<file path="src/rtl/fft_pkg.sv">
// Shared FFT datapath definitions.
// Holds the sample/word/index widths and matching typedefs used by the
// front-end expander and the rest of the FFT datapath.
package fft_pkg;

  localparam int SAMPLE_W = 16;               // external sample width (Q1.15)
  localparam int WORD_W   = 32;               // internal working word width
  localparam int FFT_N    = 16;               // frame length (power of two)
  localparam int IDX_W    = $clog2(FFT_N);    // frame index width

  typedef logic [SAMPLE_W-1:0] sample_t;
  typedef logic [WORD_W-1:0]   word_t;
  typedef logic [IDX_W-1:0]    idx_t;

  // Place a sample in the upper half of a working word, low bits zero.
  // Truncating the word by (WORD_W-SAMPLE_W) gives the sample back unchanged.
  function automatic word_t widen(sample_t s);
    return word_t'(s) << (WORD_W - SAMPLE_W);
  endfunction

endpackage

</file>
<file path="src/rtl/stream_skid_buf.sv">
// Two-entry valid/ready skid buffer (output register + skid register).
// Keeps one transfer per cycle under backpressure with a registered s_ready.
// Ports:
//   clk, rst_n         clock, asynchronous active-low reset
//   clr                synchronous flush of both entries
//   s_valid/s_ready    upstream handshake, s_data payload in
//   m_valid/m_ready    downstream handshake, m_data payload out
module stream_skid_buf #(
  parameter int W = 32
) (
  input  logic         clk,
  input  logic         rst_n,
  input  logic         clr,
  input  logic         s_valid,
  output logic         s_ready,
  input  logic [W-1:0] s_data,
  output logic         m_valid,
  input  logic         m_ready,
  output logic [W-1:0] m_data
);

  logic         out_valid_q, out_valid_n;
  logic [W-1:0] out_data_q,  out_data_n;
  logic         skid_valid_q, skid_valid_n;
  logic [W-1:0] skid_data_q,  skid_data_n;
  logic         ready_q, ready_n;
  logic         in_fire;

  assign in_fire = s_valid && ready_q;

  always_comb begin
    // NOTE: every signal gets its hold value first, so no path through this
    // block leaves one unassigned and no latch is inferred.
    out_valid_n  = out_valid_q;
    out_data_n   = out_data_q;
    skid_valid_n = skid_valid_q;
    skid_data_n  = skid_data_q;

    if (clr) begin
      out_valid_n  = 1'b0;
      skid_valid_n = 1'b0;
    end else if (!out_valid_q || m_ready) begin
      // Output slot is empty or draining this cycle.
      if (skid_valid_q) begin
        // s_ready was low, so no input can arrive alongside the skid word.
        out_valid_n  = 1'b1;
        out_data_n   = skid_data_q;
        skid_valid_n = 1'b0;
      end else begin
        out_valid_n = in_fire;
        if (in_fire) out_data_n = s_data;
      end
    end else if (in_fire) begin
      // Output stalled: park the incoming word in the skid slot.
      skid_valid_n = 1'b1;
      skid_data_n  = s_data;
    end

    // s_ready is a registered copy of "skid slot will be empty".
    ready_n = !skid_valid_n;
  end

  // NOTE: data registers are reset too, so m_data reads 0 out of reset rather
  // than X; the cost is small for two words.
  always_ff @(posedge clk or negedge rst_n) begin
    if (!rst_n) begin
      out_valid_q  <= 1'b0;
      out_data_q   <= '0;
      skid_valid_q <= 1'b0;
      skid_data_q  <= '0;
      ready_q      <= 1'b0;
    end else begin
      // NOTE: non-blocking assignments so every register samples the
      // pre-edge values, independent of statement order.
      out_valid_q  <= out_valid_n;
      out_data_q   <= out_data_n;
      skid_valid_q <= skid_valid_n;
      skid_data_q  <= skid_data_n;
      ready_q      <= ready_n;
    end
  end

  assign s_ready = ready_q;
  assign m_valid = out_valid_q;
  assign m_data  = out_data_q;

endmodule

</file>
<file path="src/rtl/fft_input_expander.sv">
// FFT input front-end: widens IN_W-bit samples to OUT_W-bit working words
// (sample in the upper bits, zero low bits), buffers them through a 2-entry
// skid buffer and tags each output word with its index in an N_POINTS frame.
// Ports:
//   clk, rst_n                 clock, asynchronous active-low reset
//   clr                        synchronous flush + frame index restart
//   s_valid/s_ready/s_data     sample input stream
//   m_valid/m_ready/m_data     widened word output stream
//   m_index                    frame position of m_data
//   m_last                     m_index == N_POINTS-1
// OUT_W must be >= IN_W; N_POINTS must be a power of two, at least 2.
module fft_input_expander
  import fft_pkg::*;
#(
  parameter int IN_W     = SAMPLE_W,
  parameter int OUT_W    = WORD_W,
  parameter int N_POINTS = FFT_N,
  localparam int IX_W    = $clog2(N_POINTS)
) (
  input  logic             clk,
  input  logic             rst_n,
  input  logic             clr,
  input  logic             s_valid,
  output logic             s_ready,
  input  logic [IN_W-1:0]  s_data,
  output logic             m_valid,
  input  logic             m_ready,
  output logic [OUT_W-1:0] m_data,
  output logic [IX_W-1:0]  m_index,
  output logic             m_last
);

  logic [OUT_W-1:0] wide_data;
  logic [IX_W-1:0]  idx_q;

  // Bit pattern preserved: no sign extension, no rounding.
  assign wide_data = OUT_W'(s_data) << (OUT_W - IN_W);

  stream_skid_buf #(
    .W (OUT_W)
  ) u_skid (
    .clk     (clk),
    .rst_n   (rst_n),
    .clr     (clr),
    .s_valid (s_valid),
    .s_ready (s_ready),
    .s_data  (wide_data),
    .m_valid (m_valid),
    .m_ready (m_ready),
    .m_data  (m_data)
  );

  // Counts output transfers; the power-of-two frame length makes the
  // natural binary wrap equal to the N_POINTS-1 -> 0 wrap.
  always_ff @(posedge clk or negedge rst_n) begin
    if (!rst_n) begin
      idx_q <= '0;
    end else if (clr) begin
      idx_q <= '0;
    end else if (m_valid && m_ready) begin
      idx_q <= idx_q + IX_W'(1);
    end
  end

  assign m_index = idx_q;
  assign m_last  = (idx_q == IX_W'(N_POINTS - 1));

endmodule

</file>
<file path="config.mk">
export PLATFORM = sky130hd
export DESIGN_NAME = fft_input_expander
export DESIGN_NICKNAME = d
export VERILOG_FILES = /design/src/rtl/fft_pkg.sv /design/src/rtl/stream_skid_buf.sv /design/src/rtl/fft_input_expander.sv
export SDC_FILE = /design/constraint.sdc
export NUM_CORES = 1
export LEC_CHECK = 0
export CAP_MARGIN = 20
export CORE_MARGIN = 2
export CORE_UTILIZATION = 49
export DETAILED_ROUTE_END_ITERATION = 8
export PLACE_DENSITY = 0.81
export SYNTH_ARGS = -nofsm -noshare
export SYNTH_HDL_FRONTEND = slang
export SYNTH_SLANG_ARGS = --single-unit
</file>
<file path="constraint.sdc">
create_clock -name clk -period 2.4 [get_ports clk]
set_clock_uncertainty 0.05 [all_clocks]
set_input_delay 0.24 -clock clk [delete_from_list [all_inputs] [get_ports clk]]
set_output_delay 0.24 -clock clk [all_outputs]
set_load 0.02 [all_outputs]
</file>
==> impl_metrics.toml, run 1 <==
[status]
outcome = "complete, no violations"

[synth]
syn_area_per_cell_um2 = 13.98
synthArstFlopShare_pct = 100.0
netlist_area_um2 = 1846
synth-edff-count = 0
seq_area_frac_synth_pct = 52.88
ys_ff_latch = 39
yosysWarnings = 0
synthCells = 132
ys.flop_type = "dfrtp_1"
synth.distinct_cells = 21

[clock_tree]
cts_sinks = 39
postCtsSetupBuffers = 0
clk_pin_slew_worst_paths_ps = 70
holdBufCountCts = 0
clockRootBuffer = "clkbuf_8"
cts_resized = 0
clk_latency_ps = 290
cts_made_buffers = 5
cts_buffer_depth = 2
h-tree-depth = 2
cts_tree = "yes"

[timing]
layout_setup_ws_ps = 499.5
hold_violations = 0
min_period_over_period_pct = 79.19
fin_crit_ps = 1900
fin_tns_setup_ps = 0
relSlewSlack_pct = 44.13
setup_viol = 0
rsz0062_at_grt = "false"
whs_ps = 6.395
max_freq_mhz = 526.2
maxSlewViolCount = 0
tightest_slew_ps = 838.0

[job]
maxCapViolCount = 0

[power]
total_leakage_power_nw = 1.032
clockPowerShare_pct = 32.7
comb_power_share_pct = 22.8
p_sw_share_pct = 24.83
seq_power_share_pct = 44.5
p_sw_mw = 0.4768
total_power_mw = 1.920
power_density_nw_per_um2 = 803.6
max-vdd-ir-drop_uv = 519.9
p_int_mw = 1.444

[global_route]
antenna_found_initial = 0
grt_pass1_wl_um = 5347
grt_max_degree = 40
grt_overflow_total = 0
grt_pass1_vias = 1126
track_usage_pct = 17.02

[die]
fp.coreArea_um2 = 3633
start_util_pct = 50.79
die_w_um = 65.37
row_count = 22
die_h_um = 65.37
die_area_um2 = 4273
ios = 60

[routing]
ant_nets = 0
drc = 0
routed_wl_um = 3295
wire_per_inst_um = 14.39
drt_iter0_drc = 21
vias = 1093
drt_pass1_iterations = 4
via_per_inst = 4.773

[final_layout]
syn2layout_area_growth_pct = 29.49
final_nets = 202
final_util_pct = 65.77
antennaDiodeCount = 0
layout-drive-gt1-share_pct = 35.91
regArea_um2 = 975.9
multiInputGateArea_um2 = 762.0
nFillCells = 276

[setup_path]
worstPathMaxFanout = 4
r2r_cells = 3
cp_slowest_stage_delay_ps = 600
rrSetupSlack_ps = 770
worstReg2RegEnd = "u_skid.m_data[20]"
critPathKind = "reg -> out"
worstPathArrival_ps = 1610
rr_startpoint = "u_skid.skid_valid_q"
end_kind = "primary output"
required_ps = 2110
cp_slowest_cell = "clkdlybuf4s50_1"
path_delay_family = "buffers and inverters"
start_kind = "register"
path_buf_inv = 1
crit_chain = "ha_1 > and3_1 > clkdlybuf4s50_1"

[placement]
io_buffers = 43
dp_slack_ps = 346.1
routabilityCongestion = 0.7035
dpl.hpwl_um = 2524

[worst_hold_path]
hp-class = "in -> async"
## cells by family (layout without fill, tap and decap cells)
family / count (synthesis) / after routing / synth area share [%]
other: 1 / 16 / 0.2032
flip-flops: 39 / 39 / 52.88
AO/OA/AOI/OAI: 5 / 5 / 1.559
buffers and inverters: 22 / 56 / 8.881
adder cells (fa/ha/maj): 1 / 1 / 0.6779
multiplexers: 48 / 48 / 29.29
AND/OR/NAND/NOR: 14 / 14 / 5.560
XOR/XNOR: 2 / 2 / 0.9493
## cell usage after synthesis, types with 2 or more instances
master   number  area [um2]
nand3_1       3       15.01
buf_2         2       10.01
xor2_1        2       17.52
nand2_1       3       11.26
nor2_1        2       7.510
dfrtp_1      39       975.9
buf_4        18       135.1
mux2_2       48       540.5
a21oi_1       3       15.01
## metrics by stage
step                      instances  instance area (um2)
after floorplan                 147                 1902
after global placement          221                 2257
after detailed placement        221                 2257
after CTS                       229                 2390
after global routing            229                 2390
final                           229                 2390
## power by group through the flow
stage	clock [mW]	sequential [mW]	combinational, mW
CTS	0.651	0.856	0.445
global route	0.678	0.869	0.469
floorplan	0	0.919	0.201
global placement	0	0.857	0.427
finish	0.628	0.855	0.438
detailed placement	0	0.867	0.444
## registers in the layout, indices dropped and copies added, names as in the netlist
name / flops
m_index: 4
u_skid.m_data: 16
u_skid.m_valid: 1
u_skid.s_ready: 1
u_skid.skid_data_q: 16
u_skid.skid_valid_q: 1
## how the worst max path moves through the flow
stage	cells past startpoint	to	start	slack (ps)
5_1_grt	3	m_last	m_index[1]	420
4_1_cts	3	m_last	m_index[0]	470
2_1_floorplan	4	u_skid.m_data[19]	u_skid.m_valid	770
3_5_place_dp	4	u_skid.skid_data_q[31]	clr	350
6_report	3	m_last	m_index[0]	500
3_3_place_gp	4	u_skid.skid_data_q[31]	clr	420
## routing by layer
| metal | GRT usage (%) | vias up | share of wire [%] | wire length [um] |
|---|---|---|---|---|
| met2 | 30.36 | 38 | 51 | 1688 |
| met3 | 5.993 | 6 | 6.7 | 222 |
| met1 | 18.91 | 526 | 41 | 1347 |
| met5 | 0 | - | 0 | 0 |
| li1 | - | 523 | - | - |
| met4 | 5.469 | 0 | 1.2 | 38 |
## cell usage in the layout, fill, tap and decap left out, types with 2 or more instances in the layout
cell type and count:
a21oi_1 3, buf_4 4, bufinv_16 2, clkbuf_8 5, clkdlybuf4s50_1 42, conb_1 16, dfrtp_1 39, mux2_2 48
nand2_1 3, nand3_1 3, nor2_1 2, xor2_1 2
## worst register-to-register path, stage by stage (launching register included)
cell     delay (ps)
dfrtp_1         590
buf_4           260
mux2_2          350
mux2_2          270
## area by class of cell
cell class / count / share of cell area (%)
repair buffers: 47 / 19.06
flip-flops and latches: 39 / 40.84
clock inverters: 2 / 2.513
clock buffers: 6 / 3.037
multi-input cells: 86 / 31.88
well taps: 48 / 2.513
inverters: 1 / 0.1571
No activity file was read; power rests on OpenSTA's default activity.
==> run 2, diff against run 1 <==
- CORE_UTILIZATION: 49 -> 41
- PLACE_DENSITY: 0.81 -> 0.72
- clock period: 2.4 -> 1.6 ns (I/O delays scaled with it)
==> run 2 against run 1 <==
Net effect: sequential cell count unchanged; core utilization down 10 points; register-to-register slack worse by 650 ps; wire length up 1.8%; combinational power up 53%; power up 34%; largest power group unchanged; final area up 1.7%; setup slack worse by 470 ps.
==> impl_metrics.toml, run 2 (same netlist as run 1, synthesis figures left out) <==
[status]
outcome = "complete, no violations"

[global_route]
grt_max_degree = 22
grt_pass1_vias = 1174
grt_use_met2_pct = 20.98
track_usage_pct = 14.34
antenna_found_initial = 0
grt_pass1_wl_um = 5520
met3_usage_pct = 4.416
use_met1_pct = 19.20
grt_overflow_total = 0
top_usage_layer = "met2"

[setup_path]
end_kind = "primary output"
worstPathArrival_ps = 1360
crit_chain = "clkdlybuf4s50_1"
cp_slowest_stage_delay_ps = 630
critPathKind = "reg -> out"
path_buf_inv = 1
path_delay_family = "buffers and inverters"
required_ps = 1390
start_kind = "register"
cp_slowest_cell = "clkdlybuf4s50_1"
worstPathMaxFanout = 4

[power]
p_sw_share_pct = 28.16
power_density_nw_per_um2 = 1062
max-vdd-ir-drop_uv = 490.6
total_leakage_power_nw = 1.098
seq_power_share_pct = 49.4
p_int_mw = 1.853
total_power_mw = 2.580
clockPowerShare_pct = 24.7
comb_power_share_pct = 25.9
p_sw_mw = 0.7264

[clock_tree]
clk_pin_slew_worst_paths_ps = 70
clockRootBuffer = "clkbuf_8"
cts_sinks = 39
postCtsSetupBuffers = 0
cts_buffer_depth = 2
clk_latency_ps = 300
cts_tree = "yes"
h-tree-depth = 2
cts_made_buffers = 5

[placement]
io_buffers = 43
dpl.hpwl_um = 2533
dp_slack_ps = -146.9
routabilityCongestion = 0.7067

[die]
ios = 60
die_h_um = 71.09
die_area_um2 = 5054
row_count = 24
die_w_um = 71.09
start_util_pct = 42.39
fp.coreArea_um2 = 4354

[routing]
routed_wl_um = 3354
wire_per_inst_um = 13.86
via_per_inst = 4.760
drt_iter0_drc = 42
vias = 1152
ant_nets = 0
drt_pass1_iterations = 3
drc = 0

[timing]
min_period_over_period_pct = 97.98
max_freq_mhz = 637.9
rsz0062_at_grt = "false"
layout_setup_ws_ps = 32.32
maxSlewViolCount = 0
hold_violations = 0
fin_crit_ps = 1568
whs_ps = 287.5
setup_viol = 0

[final_layout]
multiInputGateArea_um2 = 762.0
final_cell_mix = "mux2_2 (48), clkdlybuf4s50_1 (39), dfrtp_1 (38), conb_1 (16), buf_4 (11)"
final_util_pct = 55.80
nFillCells = 356
layout-drive-gt1-share_pct = 40.00
final_nets = 211
regArea_um2 = 977.2
antennaDiodeCount = 0
layout_commonest_cell = "mux2_2"
syn2layout_area_growth_pct = 31.66

[worst_hold_path]
hp-class = "in -> async"

[job]
maxCapViolCount = 0
run 2: cell types whose count changed in the layout (fill, tap and decap cells not counted), moves of 2 or more:
cell | before | now
clkdlybuf4s50_1 | 42 | 39
dlymetal6s2s_1 | 0 | 2
bufinv_16 | 2 | 0
clkinv_2 | 0 | 3
buf_4 | 4 | 11
run 2: metal layers:
layer	part of all wire [%]	wire length [um]
met1	45	1499
met4	2.3	76
met3	6.8	229
met2	46	1549
met5	0	0
run 2: power groups by stage:
stage / Sequential (mW) / Combinational [mW] / Clock, mW
finish: 1.27 / 0.669 / 0.636
global route: 1.30 / 0.714 / 0.700
CTS: 1.28 / 0.680 / 0.659
detailed placement: 1.30 / 0.675 / 0
global placement: 1.28 / 0.658 / 0
floorplan: 1.38 / 0.301 / 0
run 2: worst paths after layout:
check                      cells after the start  slack, ps                      to              startpoint
setup / recovery                               1         30              m_index[2]              m_index[2]
hold / removal                                 2        290  u_skid.skid_data_q[20]                   rst_n
setup reg to reg                               4        120       u_skid.m_data[25]          u_skid.m_valid
hold reg to reg                                1        450  u_skid.skid_data_q[28]  u_skid.skid_data_q[28]
max in group asynchronous                      3        580          u_skid.m_valid                   rst_n
min in group clk                               2        450  u_skid.skid_data_q[31]              s_data[15]
run 2: layout make-up:
| type | count | area share (%) |
|---|---|---|
| multi-input combinational | 86 | 31.36 |
| inverter | 1 | 0.1545 |
| clock inverter | 3 | 0.6179 |
| timing repair buffer | 56 | 22.14 |
| sequential | 39 | 40.22 |
| tap | 52 | 2.678 |
| clock buffer | 5 | 2.832 |
run 2: timing repair:
item	CTS	global route
hold buffers	1	0
endpoints found under the setup margin	1	3
gates resized for setup	1	4
endpoints found under the hold margin	20	0
run 2: stage by stage:
step / instance area [um2] / setup TNS [ps] / instances
floorplan: 1903 / 0 / 147
global route: 2430 / 0 / 242
finish: 2430 / 0 / 242
detailed placement: 2336 / -3572 / 233
global placement: 2336 / -2336 / 233
CTS: 2429 / 0 / 242
